`config.mk`:
```
export PLATFORM = sky130hd
export DESIGN_NAME = arbiter_stream_mux_flat
export DESIGN_NICKNAME = d
export VERILOG_FILES = /design/src/rtl/arbiter_stream_mux_pkg.sv /design/src/rtl/arbiter_stream_mux_if.sv /design/src/rtl/arbiter_stream_mux_stream_out_reg.sv /design/src/rtl/arbiter_stream_mux.sv /design/src/flat_wrapper.sv
export SDC_FILE = /design/constraint.sdc
export NUM_CORES = 1
export LEC_CHECK = 0
export BUFFER_PORTS_ARGS = -buffer_cell sky130_fd_sc_hd__buf_2
export CORE_AREA = 2 2 105 107
export DETAILED_ROUTE_END_ITERATION = 10
export DIE_AREA = 0 0 107 109
export GPL_ROUTABILITY_DRIVEN = 0
export PLACE_DENSITY = 0.66
export SYNTH_ARGS = -nofsm -noshare
export SYNTH_HDL_FRONTEND = slang
export SYNTH_SLANG_ARGS = --single-unit
export TNS_END_PERCENT = 100
```
`constraint.sdc`:
```
create_clock -name clk -period 2.05 [get_ports clk]
set_clock_uncertainty 0.05 [all_clocks]
set_input_delay 0.3075 -clock clk [delete_from_list [all_inputs] [get_ports clk]]
set_output_delay 0.3075 -clock clk [all_outputs]
set_load 0.1 [all_outputs]
```
`src/rtl/arbiter_stream_mux_pkg.sv`:
```
// arbiter_stream_mux_pkg
// Shared definitions for the arbiter stream mux:
//   - mux_state_e : lock FSM encodings (IDLE=0, LOCK=1, RELEASE=2)
//   - sel2onehot  : binary select -> one-hot mask (up to ONEHOT_MAX ports)
`ifndef ARBITER_STREAM_MUX_PKG_SV
`define ARBITER_STREAM_MUX_PKG_SV

package arbiter_stream_mux_pkg;

  typedef enum logic [1:0] {
    IDLE    = 2'd0,
    LOCK    = 2'd1,
    RELEASE = 2'd2
  } mux_state_e;

  localparam int ONEHOT_MAX = 64;

  // Callers cast the result down to their own port count.
  function automatic logic [ONEHOT_MAX-1:0] sel2onehot(input logic [7:0] sel);
    return {{(ONEHOT_MAX-1){1'b0}}, 1'b1} << sel;
  endfunction

endpackage

`endif

```
`src/rtl/arbiter_stream_mux_if.sv`:
```
// arbiter_stream_mux_if
// Bundles every handshake/bus signal of the stream mux.
//   up_*   : per-port upstream streams (data packed port-major)
//   arb_*  : request out to / grant, select, active in from the arbiter
//   dn_*   : single muxed downstream stream
//   owner/busy : lock status
// Modports: master = the mux, slave = sources, arbiter and sink around it.
interface arbiter_stream_mux_if #(
  parameter int NUM_PORTS  = 6,
  parameter int SEL_WIDTH  = $clog2(NUM_PORTS),
  parameter int DATA_WIDTH = 32
);
  logic [NUM_PORTS*DATA_WIDTH-1:0] up_data;
  logic [NUM_PORTS-1:0]            up_valid;
  logic [NUM_PORTS-1:0]            up_last;
  logic [NUM_PORTS-1:0]            up_ready;
  logic [NUM_PORTS-1:0]            arb_request;
  logic [NUM_PORTS-1:0]            arb_grant;
  logic [SEL_WIDTH-1:0]            arb_select;
  logic                            arb_active;
  logic [DATA_WIDTH-1:0]           dn_data;
  logic                            dn_valid;
  logic                            dn_last;
  logic                            dn_ready;
  logic [SEL_WIDTH-1:0]            owner;
  logic                            busy;

  modport master (
    input  up_data, up_valid, up_last,
    output up_ready,
    output arb_request,
    input  arb_grant, arb_select, arb_active,
    output dn_data, dn_valid, dn_last,
    input  dn_ready,
    output owner, busy
  );

  modport slave (
    output up_data, up_valid, up_last,
    input  up_ready,
    input  arb_request,
    output arb_grant, arb_select, arb_active,
    input  dn_data, dn_valid, dn_last,
    output dn_ready,
    input  owner, busy
  );
endinterface

```
`src/rtl/arbiter_stream_mux_stream_out_reg.sv`:
```
// stream_out_reg
// One-deep valid/ready register slice. Full throughput: a new word is
// accepted in the same cycle the held word drains.
//   clk, rst_n          : clock, asynchronous active-low reset
//   in_data/in_valid    : write side, in_ready = ~out_valid | out_ready
//   out_data/out_valid  : registered read side, held while out_ready=0
module stream_out_reg #(
  parameter int WIDTH = 33
) (
  input  logic             clk,
  input  logic             rst_n,
  input  logic [WIDTH-1:0] in_data,
  input  logic             in_valid,
  output logic             in_ready,
  output logic [WIDTH-1:0] out_data,
  output logic             out_valid,
  input  logic             out_ready
);

  logic [WIDTH-1:0] data_p1;
  logic             vld_p1;

  assign in_ready = ~vld_p1 | out_ready;

  // stage p1: output register
  always_ff @(posedge clk or negedge rst_n) begin
    if (!rst_n) begin
      vld_p1  <= 1'b0;
      data_p1 <= '0;
    end else if (in_valid && in_ready) begin
      vld_p1  <= 1'b1;
      data_p1 <= in_data;
    end else if (out_ready) begin
      vld_p1  <= 1'b0;
    end
  end

  assign out_data  = data_p1;
  assign out_valid = vld_p1;

endmodule

```
`src/rtl/arbiter_stream_mux.sv`:
```
// arbiter_stream_mux
// Consumer stage behind a registered round-robin arbiter. Forwards port
// valids as requests, locks the granted port for a whole packet, muxes it
// onto one registered downstream stream and then hands the token back.
//   clk, rst_n : clock, asynchronous active-low reset
//   bus        : arbiter_stream_mux_if.master (up_*, arb_*, dn_*, owner, busy)
// Optional build macro ARB_MUX_BURST_LIMIT_EN: forces a release after
// MAX_BEATS accepted beats without last; the packet resumes at its next grant.
module arbiter_stream_mux
  import arbiter_stream_mux_pkg::*;
#(
  parameter int NUM_PORTS  = 6,
  parameter int SEL_WIDTH  = $clog2(NUM_PORTS),
  parameter int DATA_WIDTH = 32,
  parameter int MAX_BEATS  = 16
) (
  input logic                   clk,
  input logic                   rst_n,
  arbiter_stream_mux_if.master  bus
);

  if (MAX_BEATS < 1 || NUM_PORTS < 2 || NUM_PORTS > ONEHOT_MAX) begin : g_param_err
    $error("arbiter_stream_mux: unsupported NUM_PORTS/MAX_BEATS");
  end

  mux_state_e           state_q, state_d;
  logic [SEL_WIDTH-1:0] owner_q;
  logic                 after_rel_q;
  logic [NUM_PORTS-1:0] owner_oh;
  logic                 own_valid, own_last;
  logic [DATA_WIDTH-1:0] own_data;
  logic                 in_valid, in_ready, accept;
  logic                 grant_ok, limit_hit;
  logic [DATA_WIDTH:0]  dn_word;

  assign owner_oh = NUM_PORTS'(sel2onehot(8'(owner_q)));

  // Owner's stream, selected through the one-hot mask so an out-of-range
  // select simply yields an idle stream.
  always_comb begin
    own_valid = 1'b0;
    own_last  = 1'b0;
    own_data  = '0;
    for (int i = 0; i < NUM_PORTS; i++) begin
      if (owner_oh[i]) begin
        own_valid = bus.up_valid[i];
        own_last  = bus.up_last[i];
        own_data  = bus.up_data[i*DATA_WIDTH +: DATA_WIDTH];
      end
    end
  end

  assign in_valid = (state_q == LOCK) && own_valid;
  assign accept   = in_valid && in_ready;

  // The grant seen in the first IDLE cycle after RELEASE was computed from
  // the RELEASE request, so it is skipped.
  assign grant_ok = (state_q == IDLE) && bus.arb_active && !after_rel_q;

`ifdef ARB_MUX_BURST_LIMIT_EN
  localparam int BEAT_W = $clog2(MAX_BEATS + 1);
  logic [BEAT_W-1:0] beat_cnt_q;

  always_ff @(posedge clk or negedge rst_n) begin
    if (!rst_n) begin
      beat_cnt_q <= '0;
    end else if (grant_ok) begin
      beat_cnt_q <= '0;
    end else if (accept) begin
      beat_cnt_q <= beat_cnt_q + BEAT_W'(1);
    end
  end

  assign limit_hit = (beat_cnt_q == BEAT_W'(MAX_BEATS - 1));
`else
  assign limit_hit = 1'b0;
`endif

  always_comb begin
    state_d         = state_q;
    bus.arb_request = bus.up_valid;
    bus.up_ready    = '0;
    unique case (state_q)
      IDLE: begin
        if (grant_ok) state_d = LOCK;
      end
      LOCK: begin
        bus.arb_request = owner_oh & bus.up_valid;
        bus.up_ready    = owner_oh & {NUM_PORTS{in_ready}};
        if (accept && (own_last || limit_hit)) state_d = RELEASE;
      end
      RELEASE: begin
        bus.arb_request = bus.up_valid & ~owner_oh;
        state_d         = IDLE;
      end
      default: state_d = IDLE;
    endcase
  end

  always_ff @(posedge clk or negedge rst_n) begin
    if (!rst_n) begin
      state_q     <= IDLE;
      owner_q     <= '0;
      after_rel_q <= 1'b0;
    end else begin
      state_q     <= state_d;
      after_rel_q <= (state_q == RELEASE);
      if (grant_ok) owner_q <= bus.arb_select;
    end
  end

  stream_out_reg #(.WIDTH(DATA_WIDTH + 1)) u_out (
    .clk       (clk),
    .rst_n     (rst_n),
    .in_data   ({own_last, own_data}),
    .in_valid  (in_valid),
    .in_ready  (in_ready),
    .out_data  (dn_word),
    .out_valid (bus.dn_valid),
    .out_ready (bus.dn_ready)
  );

  assign bus.dn_last = dn_word[DATA_WIDTH];
  assign bus.dn_data = dn_word[DATA_WIDTH-1:0];
  assign bus.owner   = owner_q;
  assign bus.busy    = (state_q != IDLE);

`ifndef SYNTHESIS
  a_grant_onehot: assert property (@(posedge clk) disable iff (!rst_n)
    grant_ok |-> ($onehot(bus.arb_grant) &&
                  bus.arb_grant == NUM_PORTS'(sel2onehot(8'(bus.arb_select)))));
`endif

endmodule

```
`src/flat_wrapper.sv`:
```
// flat-port wrapper written by rule: the top's interface ports become plain ports
module arbiter_stream_mux_flat import arbiter_stream_mux_pkg::*;
#(
  parameter int NUM_PORTS  = 6,
  parameter int SEL_WIDTH  = $clog2(NUM_PORTS),
  parameter int DATA_WIDTH = 32,
  parameter int MAX_BEATS  = 16
)
  (clk, rst_n, bus_up_data, bus_up_valid, bus_up_last, bus_up_ready, bus_arb_request, bus_arb_grant, bus_arb_select, bus_arb_active, bus_dn_data, bus_dn_valid, bus_dn_last, bus_dn_ready, bus_owner, bus_busy);
  arbiter_stream_mux_if #(.NUM_PORTS(NUM_PORTS), .SEL_WIDTH(SEL_WIDTH), .DATA_WIDTH(DATA_WIDTH)) bus_i ();
  input logic clk;
  input logic rst_n;
  input wire logic [$bits(bus_i.up_data)-1:0] bus_up_data;
  input wire logic [$bits(bus_i.up_valid)-1:0] bus_up_valid;
  input wire logic [$bits(bus_i.up_last)-1:0] bus_up_last;
  output wire logic [$bits(bus_i.up_ready)-1:0] bus_up_ready;
  output wire logic [$bits(bus_i.arb_request)-1:0] bus_arb_request;
  input wire logic [$bits(bus_i.arb_grant)-1:0] bus_arb_grant;
  input wire logic [$bits(bus_i.arb_select)-1:0] bus_arb_select;
  input wire logic [$bits(bus_i.arb_active)-1:0] bus_arb_active;
  output wire logic [$bits(bus_i.dn_data)-1:0] bus_dn_data;
  output wire logic [$bits(bus_i.dn_valid)-1:0] bus_dn_valid;
  output wire logic [$bits(bus_i.dn_last)-1:0] bus_dn_last;
  input wire logic [$bits(bus_i.dn_ready)-1:0] bus_dn_ready;
  output wire logic [$bits(bus_i.owner)-1:0] bus_owner;
  output wire logic [$bits(bus_i.busy)-1:0] bus_busy;
  assign bus_i.up_data = bus_up_data;
  assign bus_i.up_valid = bus_up_valid;
  assign bus_i.up_last = bus_up_last;
  assign bus_up_ready = bus_i.up_ready;
  assign bus_arb_request = bus_i.arb_request;
  assign bus_i.arb_grant = bus_arb_grant;
  assign bus_i.arb_select = bus_arb_select;
  assign bus_i.arb_active = bus_arb_active;
  assign bus_dn_data = bus_i.dn_data;
  assign bus_dn_valid = bus_i.dn_valid;
  assign bus_dn_last = bus_i.dn_last;
  assign bus_i.dn_ready = bus_dn_ready;
  assign bus_owner = bus_i.owner;
  assign bus_busy = bus_i.busy;
  arbiter_stream_mux #(.NUM_PORTS(NUM_PORTS), .SEL_WIDTH(SEL_WIDTH), .DATA_WIDTH(DATA_WIDTH), .MAX_BEATS(MAX_BEATS)) u_core (.clk(clk), .rst_n(rst_n), .bus(bus_i));
endmodule
```
# [Word level (Yosys, flattened, before mapping)]
# Index checks and enable logic that the tools add are counted.
[totals] ff_bits=40 out_inout_bits=50 elab_cells=51 input_bits=217
[classes] shifts=1 bitwise_logic=6 n_reduce_logical=10 eq_ne=4 muxes=25
[ops] cell="2-to-1 mux 32 bit" count=6
[ops] cell="bitwise AND 6 bit" count=3
[ops] cell="2-to-1 mux 1 bit" count=14
[ops] cell="one-hot mux 6 bit (2 select lines)" count=1
[ops] cell="2-to-1 mux 6 bit" count=1
[ops] cell="NOT 6 bit" count=1
[ops] cell="left shift 1 x 3 -> 6 bit, first input constant" count=1
[ops] cell="logical AND 1 bit" count=5
[ops] cell="2-to-1 mux 2 bit" count=2
[ops] cell="one-hot mux 2 bit (2 select lines)" count=1
[ops] cell="nonzero test 2 bit" count=2
[ops] cell="equality test 2 x 1 -> 1 bit, second input constant" count=1
[ops] cell="equality test 2 bit, second input constant" count=1
[ops] cell="zero test 2 bit" count=1
[ops] cell="!= test 2 x 1 -> 1 bit, second input constant" count=1
[ops] cell="!= test 2 bit, second input constant" count=1
[ops] cell="AND reduction 2 bit" count=1
[ops] cell="zero test 1 bit" count=1
[ops] cell="NOT 1 bit" count=1
[ops] cell="OR 1 bit" count=1

# [Depth between registers and ports, before layout]
# Gate-level depths: netlist (run 1).
[depth] depth_word=12 mapped_depth=8 ltp_nobuf=6

# [Hierarchy]
# Synthesis (run 1) repeated with hierarchy kept, for this count alone.
[unflattened] cells_unflattened=343 area_unflattened_um2=3557.2
[modules_own_cells] module="arbiter_stream_mux" n_inst=1 seq_area_each_um2=150.1 cells_per_inst=270 area_per_inst_um2=2129.5
[modules_own_cells] module="stream_out_reg" n_inst=1 seq_area_each_um2=850.8 cells_per_inst=73 area_per_inst_um2=1427.6

# [Worst setup path before layout (run 1)]
# OpenSTA, ideal clock, no wires.
[synth_path] path_type="register -> output" from="register u_core.owner_q[0] (netlist: u_core.bus.owner[0])" to="output bus_arb_request[1]" arrival_time_ns=4.138 t_required_ns=1.692 stages_incl_launch_ff=8 n_path_buf=3 slack_ns=-2.445 path_cell_list="dfrtp_1 > buf_2 > buf_2 > buf_4 > nand2_1 > nor2_1 > xnor2_1 > a21boi_0"
[synth_between] elab_chain_len=4 elab_cells_between_ends=5 classes_between="1 x shift; 1 x mux; 3 x bitwise"
[synth_rtl] element="from (decl)" line_no="arbiter_stream_mux.sv:27" source="logic [SEL_WIDTH-1:0] owner_q;"
[synth_rtl] element="from (signal assigned)" line_no="arbiter_stream_mux.sv:108" source="if (grant_ok) owner_q <= bus.arb_select;"
[synth_rtl] element="left shift 1 x 3 -> 6 bit (*)" line_no="arbiter_stream_mux_pkg.sv:20" source="return {{(ONEHOT_MAX-1){1'b0}}, 1'b1} << sel;"
[synth_rtl] element="NOT 6 bit" line_no="arbiter_stream_mux.sv:93" source="bus.arb_request = bus.up_valid & ~owner_oh;"
[synth_rtl] element="bitwise AND 6 bit" line_no="arbiter_stream_mux.sv:93"
[synth_rtl] element="one-hot mux 6 bit (2 select lines) (*)" line_no="arbiter_stream_mux.sv:83" source="unique case (state_q)"
[synth_rtl] element="to (decl)" line_no="flat_wrapper.sv:17" source="output wire logic [$bits(bus_i.arb_request)-1:0] bus_arb_request;"
# Mark *: on every way between the ends. The rest lies on a longest branch, timed or not.

# [Final worst setup path (run 1)]
[layout_path] from="register u_core.owner_q[0] (netlist: u_core.bus.owner[0])" to="output bus_arb_request[3]"
# The elaborated chain is that of the path after synthesis.

==> impl_table.tex, run 1 <==
\begin{tabular}{lr}
\hline
Metric & Value \\
\hline
\multicolumn{2}{l}{\textbf{Routing}} \\
\quad Number of search-and-repair iterations in the first detailed-routing pass & 4 \\
\quad Final ANT Viol Nets & 0 \\
\quad Sum of routed wire length over all layers & 12.9 mm \\
\quad Remaining routing DRC violations & 0 \\
\quad Wirelength per Cell & 17.8 um \\
\quad Vias per cell & 5.08 \\
\quad Detailed-route via count & 3678 \\
\quad DRC violation total after the first TritonRoute iteration & 123 \\
\multicolumn{2}{l}{\textbf{Clocking}} \\
\quad Clock buffer depth & 2 \\
\quad Source-to-sink clock delay at the later pin of the worst-skew pair & 280 ps \\
\quad Root Buffer & sky130\_fd\_sc\_hd\_\_clkbuf\_8 \\
\quad Clock tree from TritonCTS & done \\
\quad Number of sinks on the clock net & 40 \\
\quad Clock Pin Slew Worst Setup and Hold Paths & 80 ps \\
\quad Number of buffers created by CTS & 5 \\
\quad H-Tree Depth & 2 \\
\multicolumn{2}{l}{\textbf{STA}} \\
\quad Finish-stage setup viols & 2 \\
\quad Maximum operating frequency & 0.480 GHz \\
\quad Final Slew Violations & 0 \\
\quad Period minus WS final & 2080 ps \\
\quad Final worst setup slack & -32.7 ps \\
\quad Max-slew headroom at the worst pin & 60.7\% \\
\quad Final period utilization & 102\% \\
\quad Final hold violations & 0 \\
\quad RSZ-0062 raised after global routing & yes \\
\quad Hold slack final & 214 ps \\
\quad Slew at the pin closest to its max-slew limit & 589 ps \\
\multicolumn{2}{l}{\textbf{Floorplan}} \\
\quad Effective utilization at floorplan & 30.5\% \\
\quad Vertical extent of the die & 109 um \\
\quad Area of the core region & 10600 sq um \\
\quad Width of the chip & 107 um \\
\quad Number of placed I/O pins & 267 \\
\quad Die area & 11700 sq um \\
\quad Number of placement rows & 38 \\
\multicolumn{2}{l}{\textbf{Placed design}} \\
\quad Number of port buffers & 260 \\
\quad Post-DP HPWL & 9.53 mm \\
\quad Number of cells after detailed placement & 689 \\
\quad Worst setup slack after placement & 105 ps \\
\multicolumn{2}{l}{\textbf{Global route}} \\
\quad Total global routing overflow & 0 \\
\quad Wire length of the first global-routing pass & 18.3 mm \\
\quad Initial antenna violation count & 0 \\
\quad Number of global-route vias before repair & 3743 \\
\quad GR Util All Layers & 20.1\% \\
\quad Maximum number of pins on one net before global-route repair & 34 \\
\multicolumn{2}{l}{\textbf{Final layout}} \\
\quad Growth of design area from synthesis to finish & 83.0\% \\
\quad Number of cells in the finished layout apart from fillers & 724 \\
\quad Proportion of layout cells with a drive suffix above 1 & 76.2\% \\
\quad Count of filler cells inserted in the layout & 938 \\
\quad Number of nets in the finished design & 803 \\
\multicolumn{2}{l}{\textbf{Yosys}} \\
\quad Gate count of the mapped netlist & 298 \\
\quad Synth unique cells & 41 \\
\quad Synthesized cell area & 3230 sq um \\
\quad Sequential element share of the synthesized area & 31.0\% \\
\quad Synth Warn \# & 0 \\
\quad Post-synthesis register bit count & 40 \\
\quad Post-Syn Area per Cell & 10.8 sq um \\
\quad Nets in the synthesized netlist & 519 \\
\multicolumn{2}{l}{\textbf{Setup path}} \\
\quad Crit path arrival time & 1730 ps \\
\quad Setup CP Type & flop to primary output \\
\quad Maximum fanout along the worst path & 7 \\
\quad Crit end category & primary output \\
\quad Startpoint types & flop \\
\quad Required time of the critical path & 1690 ps \\
\multicolumn{2}{l}{\textbf{Power}} \\
\quad Internal Dissipation & 5220 uW \\
\quad Worst vdd rail ir drop & 0.000935 V \\
\quad Clock network power share & 5.8\% \\
\quad Reg power frac & 12.2\% \\
\quad Sw frac & 57.6\% \\
\quad Leakage power figure & 0.00274 uW \\
\quad Gate power share & 82.0\% \\
\quad Net switching power figure & 7080 uW \\
\quad Power density over cell area & 2080 nW/um\^{}2 \\
\multicolumn{2}{l}{\textbf{Run status}} \\
\quad Failing checks & setup timing \\
\quad Result of the run & finished with violations \\
\multicolumn{2}{l}{\textbf{Run}} \\
\quad Max cap viols & 0 \\
\multicolumn{2}{l}{\textbf{Hold path}} \\
\quad Type of the worst min-delay path & input port to flop \\
\hline
\end{tabular}
worst max-delay path: stages, from the launching register on:
cell and delay [ps]:
sky130_fd_sc_hd__dfrtp_4 540, sky130_fd_sc_hd__buf_6 140, sky130_fd_sc_hd__and3b_2 240, sky130_fd_sc_hd__xnor2_2 160, sky130_fd_sc_hd__a21boi_4 170, sky130_fd_sc_hd__buf_12 190
metrics by stage:
step                TNS, ps  cell area, sq um  power (uW)  util, %
global placement          0              5150       10100     48.6
finish                -38.6              5910       12300     55.7
detailed placement        0              5150       10200     48.6
floorplan             -3330              3440        8240        -
global route          -1120              5910       12900     55.7
CTS                   -63.9              5460       11400     51.5
power groups by stage:
stage	registers [uW]	logic, uW	clock network, uW
global placement	1530	8580	0
detailed placement	1550	8700	0
CTS	1500	9120	737
finish	1500	10100	710
floorplan	4130	4110	0
global route	1550	10600	763
timing repair:
item,in CTS,in global routing
endpoints found under the setup margin,10,43
pin swaps,3,13
setup buffers,10,11
hold buffers,1,0
endpoints found under the hold margin,23,0
gates resized for setup,14,52
gates cloned,1,4
cells by family after synthesis:
kind of cell	Yosys count	share of synthesized area (%)
AOI/OAI and AO/OA	54	14.3
xor gates and xnor gates	6	1.63
adders and majority gates	4	1.55
buffers and inverters	33	4.57
DFF	40	31.0
muxes	68	34.8
and+or+nand+nor	93	12.2
Yosys cell counts, drive strengths merged:
master / instances / area, sq um
a22oi: 1 / 7.51
and2: 1 / 6.26
inv: 4 / 15.0
nor4: 1 / 6.26
dfrtp: 40 / 1000
and3: 2 / 12.5
a221oi: 31 / 272
o21ai: 4 / 20.0
clkbuf: 12 / 45.0
a311oi: 1 / 8.76
and3b: 1 / 8.76
or3b: 1 / 8.76
xnor2: 4 / 35.0
o221a: 1 / 11.3
nand2b: 3 / 18.8
clkinv: 1 / 3.75
o31ai: 2 / 28.8
buf: 16 / 83.8
a21boi: 6 / 45.0
ha: 4 / 50.1
o31a: 1 / 8.76
o2bb2ai: 1 / 8.76
o221ai: 2 / 23.8
nor2b: 2 / 12.5
mux2: 35 / 394
mux4: 32 / 721
o32ai: 1 / 8.76
nand2: 9 / 36.3
xor2: 2 / 17.5
mux2i: 1 / 10.0
nand4b: 1 / 8.76
nor2: 69 / 259
a21oi: 2 / 10.0
nor3: 3 / 15.0
o22a: 1 / 8.76
sequential cells by signal, summed over array words and instances, names as in the netlist:
| name | count |
|---|---|
| u_core.state_q | 2 |
| u_core.bus.owner | 3 |
| u_core.u_out.out_valid | 1 |
| u_core.u_out.out_data | 33 |
| u_core.after_rel_q | 1 |
per-layer routing:
metal  global-route usage (%)  vias to the layer above  share of wire [%]
li1                         -                     1715                  -
met1                     23.8                     1781                 38
met2                     37.1                      171                 54
met3                     3.89                       11                6.7
met4                     5.57                        0                1.3
met5                        0                        -                  0
area by class of cell:
class,count,area [sq um],area share [%]
multi-input cells,225,2510,42.5
repair buffers,305,2060,34.8
flip-flops and latches,40,1020,17.2
well taps,140,175,2.96
clock buffers,7,96.3,1.63
clock inverters,1,30.0,0.508
inverters,5,22.5,0.381
diodes,1,2.50,0.0423
final timing paths:
check | slack [ps] | endpoint | cells past startpoint | from
worst max register to register | 0 | u_core.u_out.out_data[8] | 8 | u_core.bus.owner[0]
max in group asynchronous | 780 | u_core.u_out.out_data[14] | 3 | rst_n
min in group asynchronous | 510 | u_core.u_out.out_data[15] | 2 | rst_n
worst min register to register | 440 | u_core.u_out.out_data[32] | 2 | u_core.u_out.out_data[32]
worst min-delay path | 210 | u_core.bus.owner[1] | 2 | bus_arb_select[1]
worst max-delay path | -30 | bus_arb_request[3] | 5 | u_core.bus.owner[0]
cells in the final DEF, fill, tap and decap left out, types with 3 or more instances in the layout:
master and count:
sky130_fd_sc_hd__buf_12 20, sky130_fd_sc_hd__o21ai_0 3, sky130_fd_sc_hd__buf_8 3, sky130_fd_sc_hd__buf_4 23, sky130_fd_sc_hd__clkbuf_8 7, sky130_fd_sc_hd__mux2_2 35, sky130_fd_sc_hd__nor2_4 3, sky130_fd_sc_hd__clkbuf_16 3
sky130_fd_sc_hd__mux4_2 32, sky130_fd_sc_hd__nand2b_1 3, sky130_fd_sc_hd__a221oi_1 9, sky130_fd_sc_hd__a221oi_4 3, sky130_fd_sc_hd__ha_4 3, sky130_fd_sc_hd__nand2_1 5, sky130_fd_sc_hd__nor3_4 3, sky130_fd_sc_hd__a21boi_4 6
sky130_fd_sc_hd__a221oi_2 19, sky130_fd_sc_hd__buf_6 8, sky130_fd_sc_hd__dfrtp_1 36, sky130_fd_sc_hd__dfrtp_4 4, sky130_fd_sc_hd__buf_2 246, sky130_fd_sc_hd__nor2_1 66
Note: power is estimated with default switching activity, not from simulation.
==> run 2: changes to the inputs <==
ABC_AREA = 1   (was unset)
CORE_AREA = unset   (was 2 2 105 107)
CORE_UTILIZATION = 26   (was unset)
DIE_AREA = unset   (was 0 0 107 109)
PLACE_DENSITY = unset   (was 0.66)
==> impl_table.tex, run 2 <==
\begin{tabular}{lr}
\hline
Metric & Value \\
\hline
\multicolumn{2}{l}{\textbf{Yosys}} \\
\quad Count leader, synth & sky130\_fd\_sc\_hd\_\_nand2\_1 \\
\quad Post-Syn Area per Cell & 6.44 sq um \\
\quad Nets in the synthesized netlist & 705 \\
\quad Gate count of the mapped netlist & 484 \\
\quad Synth unique cells & 27 \\
\quad Primary FF master, synth & sky130\_fd\_sc\_hd\_\_dfrtp\_1 \\
\quad Post-synthesis register bit count & 40 \\
\quad Sequential element share of the synthesized area & 32.1\% \\
\quad Number of enable-type register cells in the synthesized netlist & 0 \\
\quad Top cells by instance count after synthesis & 120 x sky130\_fd\_sc\_hd\_\_nand2\_1, 67 x sky130\_fd\_sc\_hd\_\_o21ai\_0, 41 x sky130\_fd\_sc\_hd\_\_inv\_1 \\
\quad Top area cells in the synthesized netlist & sky130\_fd\_sc\_hd\_\_dfrtp\_1 32\%, sky130\_fd\_sc\_hd\_\_nand2\_1 14\%, sky130\_fd\_sc\_hd\_\_o21ai\_0 11\% \\
\quad Share of flip-flops with an asynchronous set or reset after synthesis & 100\% \\
\quad Synthesized cell area & 3120 sq um \\
\quad Synth Warn \# & 0 \\
\quad Cell type with the highest aggregate area in the netlist & sky130\_fd\_sc\_hd\_\_dfrtp\_1 \\
\quad Synth top area share & 32.1\% \\
\multicolumn{2}{l}{\textbf{STA}} \\
\quad RSZ-0062 raised after global routing & yes \\
\quad Period minus WS final & 2020 ps \\
\quad Max-slew headroom at the worst pin & 65.2\% \\
\quad Hold slack final & 231 ps \\
\quad Final Slew Violations & 0 \\
\quad Slew at the pin closest to its max-slew limit & 525 ps \\
\quad Maximum operating frequency & 0.496 GHz \\
\quad Final worst setup slack & 35.0 ps \\
\quad Finish-stage setup viols & 0 \\
\quad Final period utilization & 98.3\% \\
\quad Final hold violations & 0 \\
\multicolumn{2}{l}{\textbf{Routing}} \\
\quad Wirelength per Cell & 14.4 um \\
\quad Sum of routed wire length over all layers & 12.8 mm \\
\quad Final ANT Viol Nets & 0 \\
\quad Detailed-route via count & 4314 \\
\quad Number of search-and-repair iterations in the first detailed-routing pass & 8 \\
\quad DRC violation total after the first TritonRoute iteration & 217 \\
\quad Vias per cell & 4.85 \\
\quad Remaining routing DRC violations & 15 \\
\multicolumn{2}{l}{\textbf{Placed design}} \\
\quad Post-DP HPWL & 10.5 mm \\
\quad Worst setup slack after placement & 189 ps \\
\quad Number of port buffers & 260 \\
\multicolumn{2}{l}{\textbf{Floorplan}} \\
\quad Effective utilization at floorplan & 27.0\% \\
\quad Vertical extent of the die & 111 um \\
\quad Width of the chip & 111 um \\
\quad Die area & 12400 sq um \\
\quad Area of the core region & 11600 sq um \\
\quad Number of placed I/O pins & 267 \\
\quad Number of placement rows & 39 \\
\multicolumn{2}{l}{\textbf{Final layout}} \\
\quad Proportion of layout cells with a drive suffix above 1 & 45.0\% \\
\quad Diodes inserted & 0 \\
\quad Most common cell after layout, fill and taps aside & sky130\_fd\_sc\_hd\_\_buf\_2 \\
\quad Number of nets in the finished design & 966 \\
\quad Growth of design area from synthesis to finish & 68.4\% \\
\quad Highest-count cells in the layout ignoring fill and taps & 248 x sky130\_fd\_sc\_hd\_\_buf\_2, 115 x sky130\_fd\_sc\_hd\_\_nand2\_1, 66 x sky130\_fd\_sc\_hd\_\_o21ai\_0 \\
\quad Number of flip-flops in the largest register & 33 \\
\multicolumn{2}{l}{\textbf{Global route}} \\
\quad Global Route met3 Usage & 3.65\% \\
\quad Initial antenna violation count & 0 \\
\quad Wire length of the first global-routing pass & 20.6 mm \\
\quad Top Usage Layer GRT & met2 \\
\quad Met2 Usage GRT & 36.5\% \\
\quad GR Util All Layers & 20.6\% \\
\quad Number of global-route vias before repair & 4271 \\
\quad Total global routing overflow & 0 \\
\quad Global routing met1 resource utilization & 25.8\% \\
\quad Maximum number of pins on one net before global-route repair & 39 \\
\multicolumn{2}{l}{\textbf{Setup path}} \\
\quad Crit end category & primary output \\
\quad R2r worst-path depth & 8 \\
\quad Startpoint types & flop \\
\quad Crit path arrival time & 1660 ps \\
\quad Cell with the largest stage delay on the worst path & sky130\_fd\_sc\_hd\_\_dfrtp\_4 \\
\quad Cells traversed along the worst timing path & nor2\_4 -> nand2\_2 -> xor2\_1 -> a21boi\_4 -> buf\_12 \\
\quad Start point of the critical path & u\_core.bus.owner[0] \\
\quad Setup CP Type & flop to primary output \\
\quad Maximum fanout along the worst path & 5 \\
\quad Max stage delay on crit path & 520 ps \\
\quad Required time of the critical path & 1690 ps \\
\quad Crit Reg-Reg Startpoint & u\_core.bus.owner[0] \\
\multicolumn{2}{l}{\textbf{Hold path}} \\
\quad Instance count along the most critical hold path & 3 \\
\quad Type of the worst min-delay path & input port to flop \\
\quad Worst hold path startpoint & bus\_arb\_select[0] \\
\multicolumn{2}{l}{\textbf{Run}} \\
\quad Max cap viols & 0 \\
\multicolumn{2}{l}{\textbf{Run status}} \\
\quad Result of the run & finished with violations \\
\quad Failing checks & DRC \\
\multicolumn{2}{l}{\textbf{Clocking}} \\
\quad H-Tree Depth & 2 \\
\quad Clock Pin Slew Worst Setup and Hold Paths & 60 ps \\
\quad Number of buffers created by CTS & 5 \\
\quad Source-to-sink clock delay at the later pin of the worst-skew pair & 280 ps \\
\quad Clock buffer depth & 2 \\
\quad Number of sinks on the clock net & 40 \\
\quad Root Buffer & sky130\_fd\_sc\_hd\_\_clkbuf\_16 \\
\quad Clock tree from TritonCTS & done \\
\multicolumn{2}{l}{\textbf{Power}} \\
\quad Worst vdd rail ir drop & 0.000752 V \\
\quad Power density over cell area & 1750 nW/um\^{}2 \\
\quad Leakage power figure & 0.00273 uW \\
\hline
\end{tabular}
run 2: power by group:
| group | total, uW | internal, uW | leakage (uW) | switching [uW] |
|---|---|---|---|---|
| clock network | 810 | 487 | 0.0000772 | 323 |
| registers | 1360 | 1130 | 0.000510 | 232 |
| logic | 7040 | 1900 | 0.00214 | 5140 |
| total | 9210 | 3510 | 0.00273 | 5700 |
run 2: layout make-up:
class | instances | area (sq um)
well taps | 143 | 179
clock inverters | 2 | 13.8
multi-input cells | 364 | 1990
flip-flops and latches | 40 | 1020
repair buffers | 288 | 1720
inverters | 46 | 186
fillers | 1175 | 6310
clock buffers | 6 | 139
run 2: critical path: cells and delay by family, from the launching register on:
family          cells  cell delay (ps)
flops               1              520
simple gates        2              300
xor+xnor            1              190
compound gates      1              190
buf+inv             1              190
run 2: kinds of logic (layout without fill, tap and decap cells):
kind of cell               after synthesis  after routing  synth area share [%]
buffers and inverters                   80            342                  10.4
AOI/OAI and AO/OA                      139            139                  22.9
DFF                                     40             40                  32.1
xor gates and xnor gates                 5              5                  1.41
and+or+nand+nor                        216            216                  31.6
adders and majority gates                4              4                  1.61
run 2: metal layers:
metal	routed length, um	share of wire (%)	vias to the layer above
met1	5430	42	1959
met4	199	1.6	0
li1	-	-	2159
met2	6360	50	179
met5	0	0	-
met3	819	6.4	17
run 2: final timing paths:
kind | end | slack (ps)
setup / recovery | bus_arb_request[4] | 30
hold / removal | u_core.bus.owner[0] | 230
setup reg to reg | u_core.u_out.out_data[18] | 230
hold reg to reg | u_core.u_out.out_data[18] | 430
max in group asynchronous | u_core.state_q[1] | 960
min in group asynchronous | u_core.u_out.out_valid | 430
run 2: per-stage QoR:
stage / area [sq um] / setup TNS, ps / util, % / power, uW / instances
2_1_floorplan: 3340 / -1110 / - / 6570 / 484
3_3_place_gp: 4980 / 0 / 43.0 / 8180 / 872
3_5_place_dp: 4980 / 0 / 43.0 / 8270 / 872
4_1_cts: 5170 / -1.87 / 44.7 / 9160 / 884
5_1_grt: 5250 / -68.1 / 45.4 / 9780 / 889
6_report: 5250 / 0 / 45.4 / 9210 / 889
run 2: timing repair:
| action | CTS | global route |
|---|---|---|
| resized for setup | 5 | 7 |
| endpoints found under the setup margin | 7 | 8 |
| buffers inserted | 3 | 5 |
| hold endpoints to repair | 13 | 0 |
| pin swaps | 1 | 3 |
| hold buffers | 1 | 0 |
==> run 3: changes to the inputs <==
CORE_AREA = 2 2 104 106   (was unset)
CORE_UTILIZATION = unset   (was 26)
DIE_AREA = 0 0 106 108   (was unset)
PLACE_DENSITY = 0.66   (was unset)
==> impl_table.tex, run 3 (synthesis results as in run 2) <==
\begin{tabular}{lr}
\hline
Metric & Value \\
\hline
\multicolumn{2}{l}{\textbf{Run status}} \\
\quad Result of the run & finished clean \\
\multicolumn{2}{l}{\textbf{Setup path}} \\
\quad Startpoint types & flop \\
\quad Cells traversed along the worst timing path & nor2\_4 -> nand2\_4 -> xor2\_2 -> a21boi\_4 -> buf\_12 \\
\quad Cell with the largest stage delay on the worst path & sky130\_fd\_sc\_hd\_\_dfrtp\_4 \\
\quad Crit path arrival time & 1690 ps \\
\quad Setup CP Type & flop to primary output \\
\quad Crit end category & primary output \\
\quad Maximum fanout along the worst path & 5 \\
\quad Max stage delay on crit path & 550 ps \\
\quad End of the worst register-to-register path & u\_core.state\_q[0] \\
\quad Top Family by Delay on Critical Path & flip-flops \\
\quad R2r worst-path depth & 12 \\
\quad Required time of the critical path & 1690 ps \\
\quad CP Buf/Inv Count & 1 \\
\quad Register-to-Register Setup Slack & 120 ps \\
\quad Crit Reg-Reg Startpoint & u\_core.bus.owner[2] \\
\multicolumn{2}{l}{\textbf{Routing}} \\
\quad Detailed-route via count & 4395 \\
\quad Vias per cell & 4.94 \\
\quad Number of search-and-repair iterations in the first detailed-routing pass & 7 \\
\quad Final ANT Viol Nets & 0 \\
\quad Wirelength per Cell & 14.7 um \\
\quad DRC violation total after the first TritonRoute iteration & 267 \\
\quad Remaining routing DRC violations & 0 \\
\quad Sum of routed wire length over all layers & 13.1 mm \\
\multicolumn{2}{l}{\textbf{STA}} \\
\quad Final Slew Violations & 0 \\
\quad Hold slack final & 220 ps \\
\quad Final hold violations & 0 \\
\quad RSZ-0062 raised after global routing & yes \\
\quad Slew at the pin closest to its max-slew limit & 508 ps \\
\quad Final period utilization & 99.9\% \\
\quad Setup Total Neg Slack & 0 ps \\
\quad Maximum operating frequency & 0.488 GHz \\
\quad Max-slew headroom at the worst pin & 66.3\% \\
\quad Period minus WS final & 2050 ps \\
\quad Finish-stage setup viols & 0 \\
\multicolumn{2}{l}{\textbf{Global route}} \\
\quad GR Util All Layers & 22.1\% \\
\quad Maximum number of pins on one net before global-route repair & 39 \\
\quad Number of global-route vias before repair & 4193 \\
\quad Wire length of the first global-routing pass & 20.1 mm \\
\quad Initial antenna violation count & 0 \\
\quad Total global routing overflow & 0 \\
\multicolumn{2}{l}{\textbf{Final layout}} \\
\quad Number of nets in the finished design & 974 \\
\quad Proportion of layout cells with a drive suffix above 1 & 45.9\% \\
\quad Growth of design area from synthesis to finish & 70.2\% \\
\quad Area of all placed cells without fillers & 5310 sq um \\
\quad Diodes inserted & 0 \\
\quad Highest-count cells in the layout ignoring fill and taps & 248 x sky130\_fd\_sc\_hd\_\_buf\_2, 114 x sky130\_fd\_sc\_hd\_\_nand2\_1, 66 x sky130\_fd\_sc\_hd\_\_o21ai\_0 \\
\quad Number of flip-flops in the largest register & 33 \\
\quad Most common cell after layout, fill and taps aside & sky130\_fd\_sc\_hd\_\_buf\_2 \\
\multicolumn{2}{l}{\textbf{Floorplan}} \\
\quad Die area & 11400 sq um \\
\quad Number of placed I/O pins & 267 \\
\quad Area of the core region & 10200 sq um \\
\quad Vertical extent of the die & 108 um \\
\quad Effective utilization at floorplan & 30.5\% \\
\quad Number of placement rows & 37 \\
\quad Width of the chip & 106 um \\
\multicolumn{2}{l}{\textbf{Clocking}} \\
\quad Clock buffer depth & 2 \\
\quad H-Tree Depth & 2 \\
\quad Clock Pin Slew Worst Setup and Hold Paths & 80 ps \\
\quad Clock tree from TritonCTS & done \\
\quad Source-to-sink clock delay at the later pin of the worst-skew pair & 290 ps \\
\quad Root Buffer & sky130\_fd\_sc\_hd\_\_clkbuf\_8 \\
\quad Number of sinks on the clock net & 40 \\
\quad Number of buffers created by CTS & 5 \\
\multicolumn{2}{l}{\textbf{Power}} \\
\quad Leakage power figure & 0.00276 uW \\
\quad Power density over cell area & 1730 nW/um\^{}2 \\
\quad Worst vdd rail ir drop & 0.000929 V \\
\multicolumn{2}{l}{\textbf{Placed design}} \\
\quad Post-DP HPWL & 10.3 mm \\
\quad DP Area & 5010 sq um \\
\quad Number of port buffers & 260 \\
\multicolumn{2}{l}{\textbf{Hold path}} \\
\quad Instance count along the most critical hold path & 3 \\
\quad Endpoint of the worst hold-timing path & u\_core.bus.owner[2] \\
\quad Type of the worst min-delay path & input port to flop \\
\quad Worst hold path startpoint & bus\_arb\_select[2] \\
\multicolumn{2}{l}{\textbf{Run}} \\
\quad Max cap viols & 0 \\
\hline
\end{tabular}
[run 3: worst max path at each step]
| stage | from | to | slack [ps] | depth (start not counted) |
|---|---|---|---|---|
| floorplan | u_core.bus.owner[0] | bus_arb_request[4] | -190 | 5 |
| global placement | u_core.bus.owner[2] | u_core.state_q[0] | 130 | 11 |
| detailed placement | u_core.bus.owner[2] | u_core.state_q[0] | 100 | 11 |
| CTS | u_core.bus.owner[1] | bus_arb_request[5] | -20 | 5 |
| global route | u_core.bus.owner[0] | bus_arb_request[5] | -80 | 6 |
| finish | u_core.bus.owner[1] | bus_arb_request[4] | 1 | 5 |
[run 3: report_power, final]
group	switching (uW)	internal [uW]	total, uW	leakage [uW]
Clock	304	276	579	0.0000516
Combinational	5210	2010	7230	0.00220
Sequential	245	1130	1370	0.000510
Total	5760	3420	9180	0.00276
[run 3: worst reg2reg max path, delay by kind of cell (launching register included)]
family | cells | cell delay (ps)
buffers and inverters | 4 | 590
flip-flops | 1 | 540
AND/OR/NAND/NOR | 8 | 650
[run 3: area by class of cell]
cell class,instances,area (sq um)
clock buffers,6,82.6
clock inverters,2,13.8
fillers,1022,4930
inverters,46,198
multi-input cells,364,2000
flip-flops and latches,40,1020
well taps,136,170
repair buffers,295,1820
repair inverters,1,8.76
[run 3: through the flow]
stage / utilization (%) / total power [uW] / std cells / setup WS [ps]
CTS: 50.7 / 9000 / 877 / -19.5
global placement: 49.0 / 8210 / 866 / 133
finish: 51.9 / 9180 / 890 / 1.12
detailed placement: 49.0 / 8310 / 866 / 103
floorplan: - / 6570 / 484 / -188
global route: 51.9 / 9750 / 890 / -78.7
[run 3: timing repair]
action | 4_1_cts | 5_1_grt
endpoints found under the setup margin | 9 | 11
hold buffers | 1 | 0
endpoints found under the hold margin | 17 | 0
pin swaps | 3 | 1
buffers inserted | 2 | 12
cloned | 0 | 1
resized for setup | 12 | 7
[run 3: layer usage]
layer	vias to the layer above	wire length, um	global-route usage, %
li1	2172	-	-
met1	1963	5110	25.9
met2	233	6550	41.2
met3	27	1180	3.98
met4	0	255	6.48
met5	-	0	0
